`config.mk`:
```
export PLATFORM = sky130hd
export DESIGN_NAME = count_ah
export DESIGN_NICKNAME = d
export VERILOG_FILES = /design/src/rtl/count_modes_pkg.sv /design/src/rtl/register_dff_para.sv /design/src/rtl/count_ah.sv
export SDC_FILE = /design/constraint.sdc
export NUM_CORES = 1
export LEC_CHECK = 0
export ABC_CLOCK_PERIOD_IN_PS = 1440
export BUFFER_PORTS_ARGS = -buffer_cell sky130_fd_sc_hd__buf_2
export CAP_MARGIN = 20
export CORE_AREA = 2 2 39 41
export CTS_CLUSTER_DIAMETER = 200
export DETAILED_ROUTE_END_ITERATION = 7
export DIE_AREA = 0 0 41 43
export PLACE_DENSITY = 0.67
export SLEW_MARGIN = 40
export SYNTH_ARGS = -nofsm -noshare
export SYNTH_HDL_FRONTEND = slang
export SYNTH_SLANG_ARGS = --single-unit
```
`constraint.sdc`:
```
create_clock -name clk -period 1.44 [get_ports clk]
set_clock_uncertainty 0.2 [all_clocks]
set_input_delay 0.144 -clock clk [delete_from_list [all_inputs] [get_ports clk]]
set_output_delay 0.144 -clock clk [all_outputs]
set_load 0.1 [all_outputs]
```
`src/rtl/count_modes_pkg.sv`:
```
// Shared mode encodings for the count_ah shift-register counter and its callers.
package count_modes_pkg;

   localparam int COUNT_WIDTH_DEFAULT = 9;

   typedef enum logic [1:0] {
      MODE_HOLD  = 2'b00,
      MODE_LEFT  = 2'b01,
      MODE_RIGHT = 2'b10,
      MODE_PLOAD = 2'b11
   } mode_e;

endpackage : count_modes_pkg

```
`src/rtl/register_dff_para.sv`:
```
// WIDTH-bit parallel register with write enable and asynchronous active-high clear.
module register_dff_para #(
   parameter int WIDTH = 9
) (
   output logic [WIDTH-1:0] q,
   input  logic [WIDTH-1:0] d,
   input  logic             wrenable,
   input  logic             clk,
   input  logic             reset
);

   logic [WIDTH-1:0] reg_d;
   logic [WIDTH-1:0] reg_q;

   // Load d when enabled, otherwise recirculate the stored value.
   always_comb begin
      reg_d = wrenable ? d : reg_q;
   end

   // State flops; reset clears immediately without waiting for clk.
   always_ff @(posedge clk or posedge reset) begin
      if (reset) begin
         reg_q <= '0;
      end else begin
         reg_q <= reg_d;
      end
   end

   assign q = reg_q;

endmodule : register_dff_para

```
`src/rtl/count_ah.sv`:
```
// Shift-register counter: hold, shift left/right with serial fill, or parallel load.
// A one-hot 1 shifted left reaches the MSB after WIDTH-1 edges; callers use that bit
// as a terminal-count flag. The output comes straight off the state flops.
module count_ah
   import count_modes_pkg::*;
#(
   parameter int WIDTH = COUNT_WIDTH_DEFAULT
) (
   input  logic             clk,
   input  logic             reset,
   input  logic [1:0]       mode,
   input  logic [WIDTH-1:0] parallelIn,
   input  logic             serialIn,
   output logic [WIDTH-1:0] parallelOut
);

   logic [WIDTH-1:0] cnt_d;
   logic [WIDTH-1:0] cnt_q;

   // Next-state select: four-way mux on the sampled mode.
   always_comb begin
      cnt_d = cnt_q;
      case (mode_e'(mode))
         MODE_HOLD:  cnt_d = cnt_q;
         MODE_LEFT:  cnt_d = {cnt_q[WIDTH-2:0], serialIn};
         MODE_RIGHT: cnt_d = {serialIn, cnt_q[WIDTH-1:1]};
         MODE_PLOAD: cnt_d = parallelIn;
         default:    cnt_d = cnt_q;
      endcase
   end

   // The register is written every edge; HOLD is expressed by recirculating in the mux.
   register_dff_para #(
      .WIDTH (WIDTH)
   ) u_state (
      .q        (cnt_q),
      .d        (cnt_d),
      .wrenable (1'b1),
      .clk      (clk),
      .reset    (reset)
   );

   assign parallelOut = cnt_q;

endmodule : count_ah

```
# Yosys cells after proc, flatten, opt, wreduce, memory -nomap -nowiden
# Index checks and enable logic that the tools add are counted.
word_totals:
  register_bits: 9
  latch_bits: 0
  ramBits: 0
  rom_bits: 0
  in_bits: 14
  out_inout_bits: 9
  word_cells: 6
  mem_count: 0
classes:
  addsub: 0
  n_mul: 0
  div_mod_pow: 0
  order_cmp: 0
  n_eq_ne: 3
  n_shift: 0
  muxes: 1
  n_bitwise: 0
  reduce_logical: 1
ops:
  columns: ["cell", "n"]
  rows:
  - ["9-bit one-hot mux with 3 select lines", 1]
  - ["2-bit equality test (second input constant)", 2]
  - ["2-bit by 1-bit equality test with 1-bit output (second input constant)", 1]
  - ["2-bit logical NOT", 1]

# Longest topological paths before layout
logic_depth:
  word_depth: 2
  ltp_mapped: 2
  ltp_nobuf: 1

# Cells and area by module
# From an unflattened synthesis, not the netlist that was laid out.
hier_totals:
  hier_cells: 32
  area_unflattened_um2: 604.3
by_module_without_submodules:
  columns: ["mod", "instances", "cells_each", "area_each_um2", "seq_area_each_um2"]
  rows:
  - ["register_dff_para", 1, 20, 375.4, 225.2]
  - ["count_ah", 1, 12, 229.0, 0.0]

# Worst setup path after synthesis
# Ideal clock, no wire load.
synth_timing:
  kind: "reg-to-reg"
  from: "reg u_state.reg_q[1] (netlist: u_state.q[1])"
  to: "reg u_state.reg_q[2] (netlist: u_state.q[2])"
  setup_ns: 0.139
  arrival_time_ns: 1.305
  required_time_ns: 1.101
  path_slack_ns: -0.204
  stages_incl_launch_ff: 2
  path_buffers: 0
  period_less_slack_ns: 1.644
  path_cell_list: "dfrtp_1 > mux4_2"
synth_between:
  elab_chain_cells: 1
synth_lines:
  columns: ["element", "line_no", "text"]
  rows:
  - ["from (decl)", "register_dff_para.sv:13", "logic [WIDTH-1:0] reg_q;"]
  - ["from (signal assigned)", "register_dff_para.sv:25", "reg_q <= reg_d;"]
  - ["9-bit one-hot mux with 3 select lines", "count_ah.sv:23", "case (mode_e'(mode))"]
# No other way between the ends.
# A chain may end at the register's enable or synchronous reset.

# Worst setup path after layout
layout_timing:
  from: "reg u_state.reg_q[8] (netlist: u_state.q[8])"
  to: "out parallelOut[8]"
layout_rtl:
  columns: ["element", "line_no", "text"]
  rows:
  - ["to (decl)", "count_ah.sv:14", "output logic [WIDTH-1:0] parallelOut"]
# No word-level cell between the ends.

==> impl.org <==
** Outcome
- Status :: complete, no violations

** Cells and area
- Registers take 236 um2.
- The multi-input combinational cells in the finished layout cover a total of a little over 200 um2.
- Count of filler cells inserted in the layout :: about 120
- Count of inserted antenna diode cells :: 0
- The library cell used most frequently in the layout, excluding fill and tap cells, is buf_2.
- Flip-flop count of the largest register after layout :: 9
- The net count of the finished layout is approximately 60.
- Share of post-route cells with drive strength above 1 :: 0.935
- Most frequent cells in the layout :: buf_2, mux4_2, dfrtp_2, buf_12, clkbuf_4
- Growth of design area from synthesis to finish :: 60.6%

** Floorplanning
- Die outline width :: approximately 40 um
- Die Ht :: about 43 um
- For this configuration, the core starts out at a cell density of 0.328.
- IO Count :: 23
- The floorplan has 14 rows.
- The die covers ~0.0018 mm2.
- Area of the placeable core :: approximately 0.0014 mm2

** Clock network
- The clock passes through at most 2 buffers.
- Number of buffers inserted during clock tree synthesis :: 3
- The number of setup buffers added after CTS is 0.
- The tree built by TritonCTS fans out to 9 sinks.
- CTS tree :: done
- Clk root buf :: clkbuf_4
- Clock-pin transition on the worst setup and hold timing paths :: 0.05 ns
- Deepest level of the CTS H-tree :: 1
- Source-to-sink clock delay at the later pin of the worst-skew pair :: approximately 0.24 ns

** Critical path
- Slowest stage cell on the critical path :: buf_2
- Dominant delay contributor by cell family on the critical path :: buffers and inverters
- The critical path is of the register to output port type.
- For this run, the slowest stage of the critical path takes between 0.4 and 0.5 ns.
- Across all register-to-register paths, the minimum setup slack is 0.21 ns.
- RR Startpoint :: u_state.q[3]$_DFFE_PP0P_
- Of all nets on the critical path, the largest fanout is 3.
- The critical path goes through buf_2.
- Required time of the worst setup path :: around 1.1 ns
- For the worst setup path, the data arrival time is 1.03 ns.
- Endpoint type of the worst setup path :: output port
- Counting both buffers and inverters, the worst setup path holds a total of 1.
- Endpoint of the lowest-slack register-to-register path :: u_state.q[4]$_DFFE_PP0P_
- Counting cells, the worst reg-to-reg path comes to 1.
- STA classifies the critical path startpoint as a register.

** Route
- Iteration count of the initial detailed-routing pass :: 2
- After detailed routing, the average wire length per cell comes to 13.9 um.
- DRT Wirelength :: 859 um
- The detail route stage leaves a number of antenna-violating nets equal to 0.
- Across all layers, the routed design uses roughly 310 vias.
- In this run, the number of DRC markers left after iteration 0 of detailed routing was 4.
- Post-detailed-route DRC marker count :: 0
- Via density per instance :: ~5.0

** Yosys
- Summing every instance area after synthesis gives about 450 um2.
- After technology mapping, the gate count stands at 21.
- Counting flops and latches in the post-synthesis netlist gives 9.
- Yosys mapped the design onto 4 distinct sky130hd cell types.
- Yosys warning count :: 0
- Sequential share of the synthesized area :: 0.496
- Synthesized Nets :: 35
- Synthesized area per cell :: approximately 22 um2
- The share of synthesized area in the top cell type comes to 0.496.
- Summed over all instances, the cell type with the most area after synthesis is dfrtp_1.
- Cell types with the largest area share after synthesis :: dfrtp_1, mux4_2, buf_6, inv_1

** Flow run
- Number of max-cap violations :: 0

** Global routing
- Summed over all layers, the global routing overflow is 0.
- First-pass GRT wire length :: ~1500 um
- Vias in the first global route :: 355
- Entering global routing, the biggest net connects 10 pins.
- Across every metal layer, demand over resource in global routing totals 0.131.
- The number of antenna violations at the first check in global routing came to 0.

** Placement
- Count of input and output buffers :: 22
- At the end of routability-driven placement, the weighted congestion stood at between 0.6 and 0.7.
- At the placement stage, the worst setup path has a slack of between 0.1 and 0.15 ns.

** Power
- For this design the ratio of total power to cell area is 1860 mW/mm2.
- For this design the static power due to leakage is about 0.31 nW.
- IR analysis of the VDD net gives a maximum drop of 0.806 mV.

** Timing
- Setup repair after global routing left no endpoint under its margin.
- Measured against its own limit, the worst slew margin works out to 0.680.
- Fin Setup TNS :: 0 ns
- Derived from the worst setup path, the maximum achievable clock frequency is roughly 730 MHz.
- Worst setup margin :: between 0.06 and 0.07 ns
- Of the available clock period, the critical path in the final layout requires 0.955.
- The final hold violation count came to 0.
- Subtracting the final worst setup slack from the clock period gives between 1 and 1.5 ns.
- Number of max-slew violations in the final report :: 0
- Worst slack on hold paths :: 0.0180 ns
- Slew at the pin with the worst max-slew slack :: around 0.48 ns
- Setup violations remaining at the end of the flow were counted as 0.

** Hold path
- Min-delay worst type :: input port to register
- The worst hold path begins at parallelIn[3].
- The worst hold path was traced through 2 stages.
- End of the worst hold path :: u_state.q[3]$_DFFE_PP0P_
## metrics by stage
step                      power [mW]  instance area (um2)  instances  utilization
after floorplan                0.891                  465         21            -
after global placement          1.17                  693         57        0.501
after detailed placement        1.18                  693         57        0.501
after CTS                       1.37                  729         62        0.527
after global routing            1.42                  729         62        0.527
final                           1.35                  729         62        0.527
## where the power goes
part / switching [mW] / total, mW / internal, mW
logic: 0.473 / 0.772 / 0.298
clock network: 0.0734 / 0.179 / 0.106
registers: 0.0826 / 0.403 / 0.320
total: 0.629 / 1.35 / 0.724
## what timing repair did
item	in CTS	in global routing
hold buffers	1	0
endpoints found under the hold margin	9	0
resized for setup	0	0
## routing by layer
metal  vias to the layer above  global-route usage  share of wire  routed length [um]
met5                         -                   0              0                   0
met4                         0              0.0600              0                   0
met3                         0              0.0419          0.091                  78
met2                        16               0.197           0.53                 451
met1                       157               0.165           0.38                 329
li1                        139                   -              -                   -
## cells by family after synthesis
| family | after synthesis | share of synthesized area |
|---|---|---|
| multiplexers | 9 | 0.446 |
| flip-flops | 9 | 0.496 |
| buffers and inverters | 3 | 0.0578 |
## cells in the mapped netlist
library cell,instances
buf_6,2
mux4_2,9
dfrtp_1,9
inv_1,1
## worst max path at each step
stage          depth (start not counted)  slack, ns                  endpoint                startpoint
5_1_grt                                1       0.02            parallelOut[8]  u_state.q[8]$_DFFE_PP0P_
3_3_place_gp                           2       0.17  u_state.q[1]$_DFFE_PP0P_                   mode[1]
2_1_floorplan                          1      0.002  u_state.q[2]$_DFFE_PP0P_  u_state.q[1]$_DFFE_PP0P_
4_1_cts                                1       0.05            parallelOut[8]  u_state.q[8]$_DFFE_PP0P_
3_5_place_dp                           2       0.14  u_state.q[4]$_DFFE_PP0P_                   mode[1]
6_report                               1       0.06            parallelOut[8]  u_state.q[8]$_DFFE_PP0P_
## cell type report
type,count,area share
inverter,1,0.00515
timing repair buffer,23,0.329
sequential,9,0.324
multi-input combinational,9,0.278
clock buffer,4,0.0360
tap,16,0.0274
No activity file was read; power rests on OpenSTA's default activity.
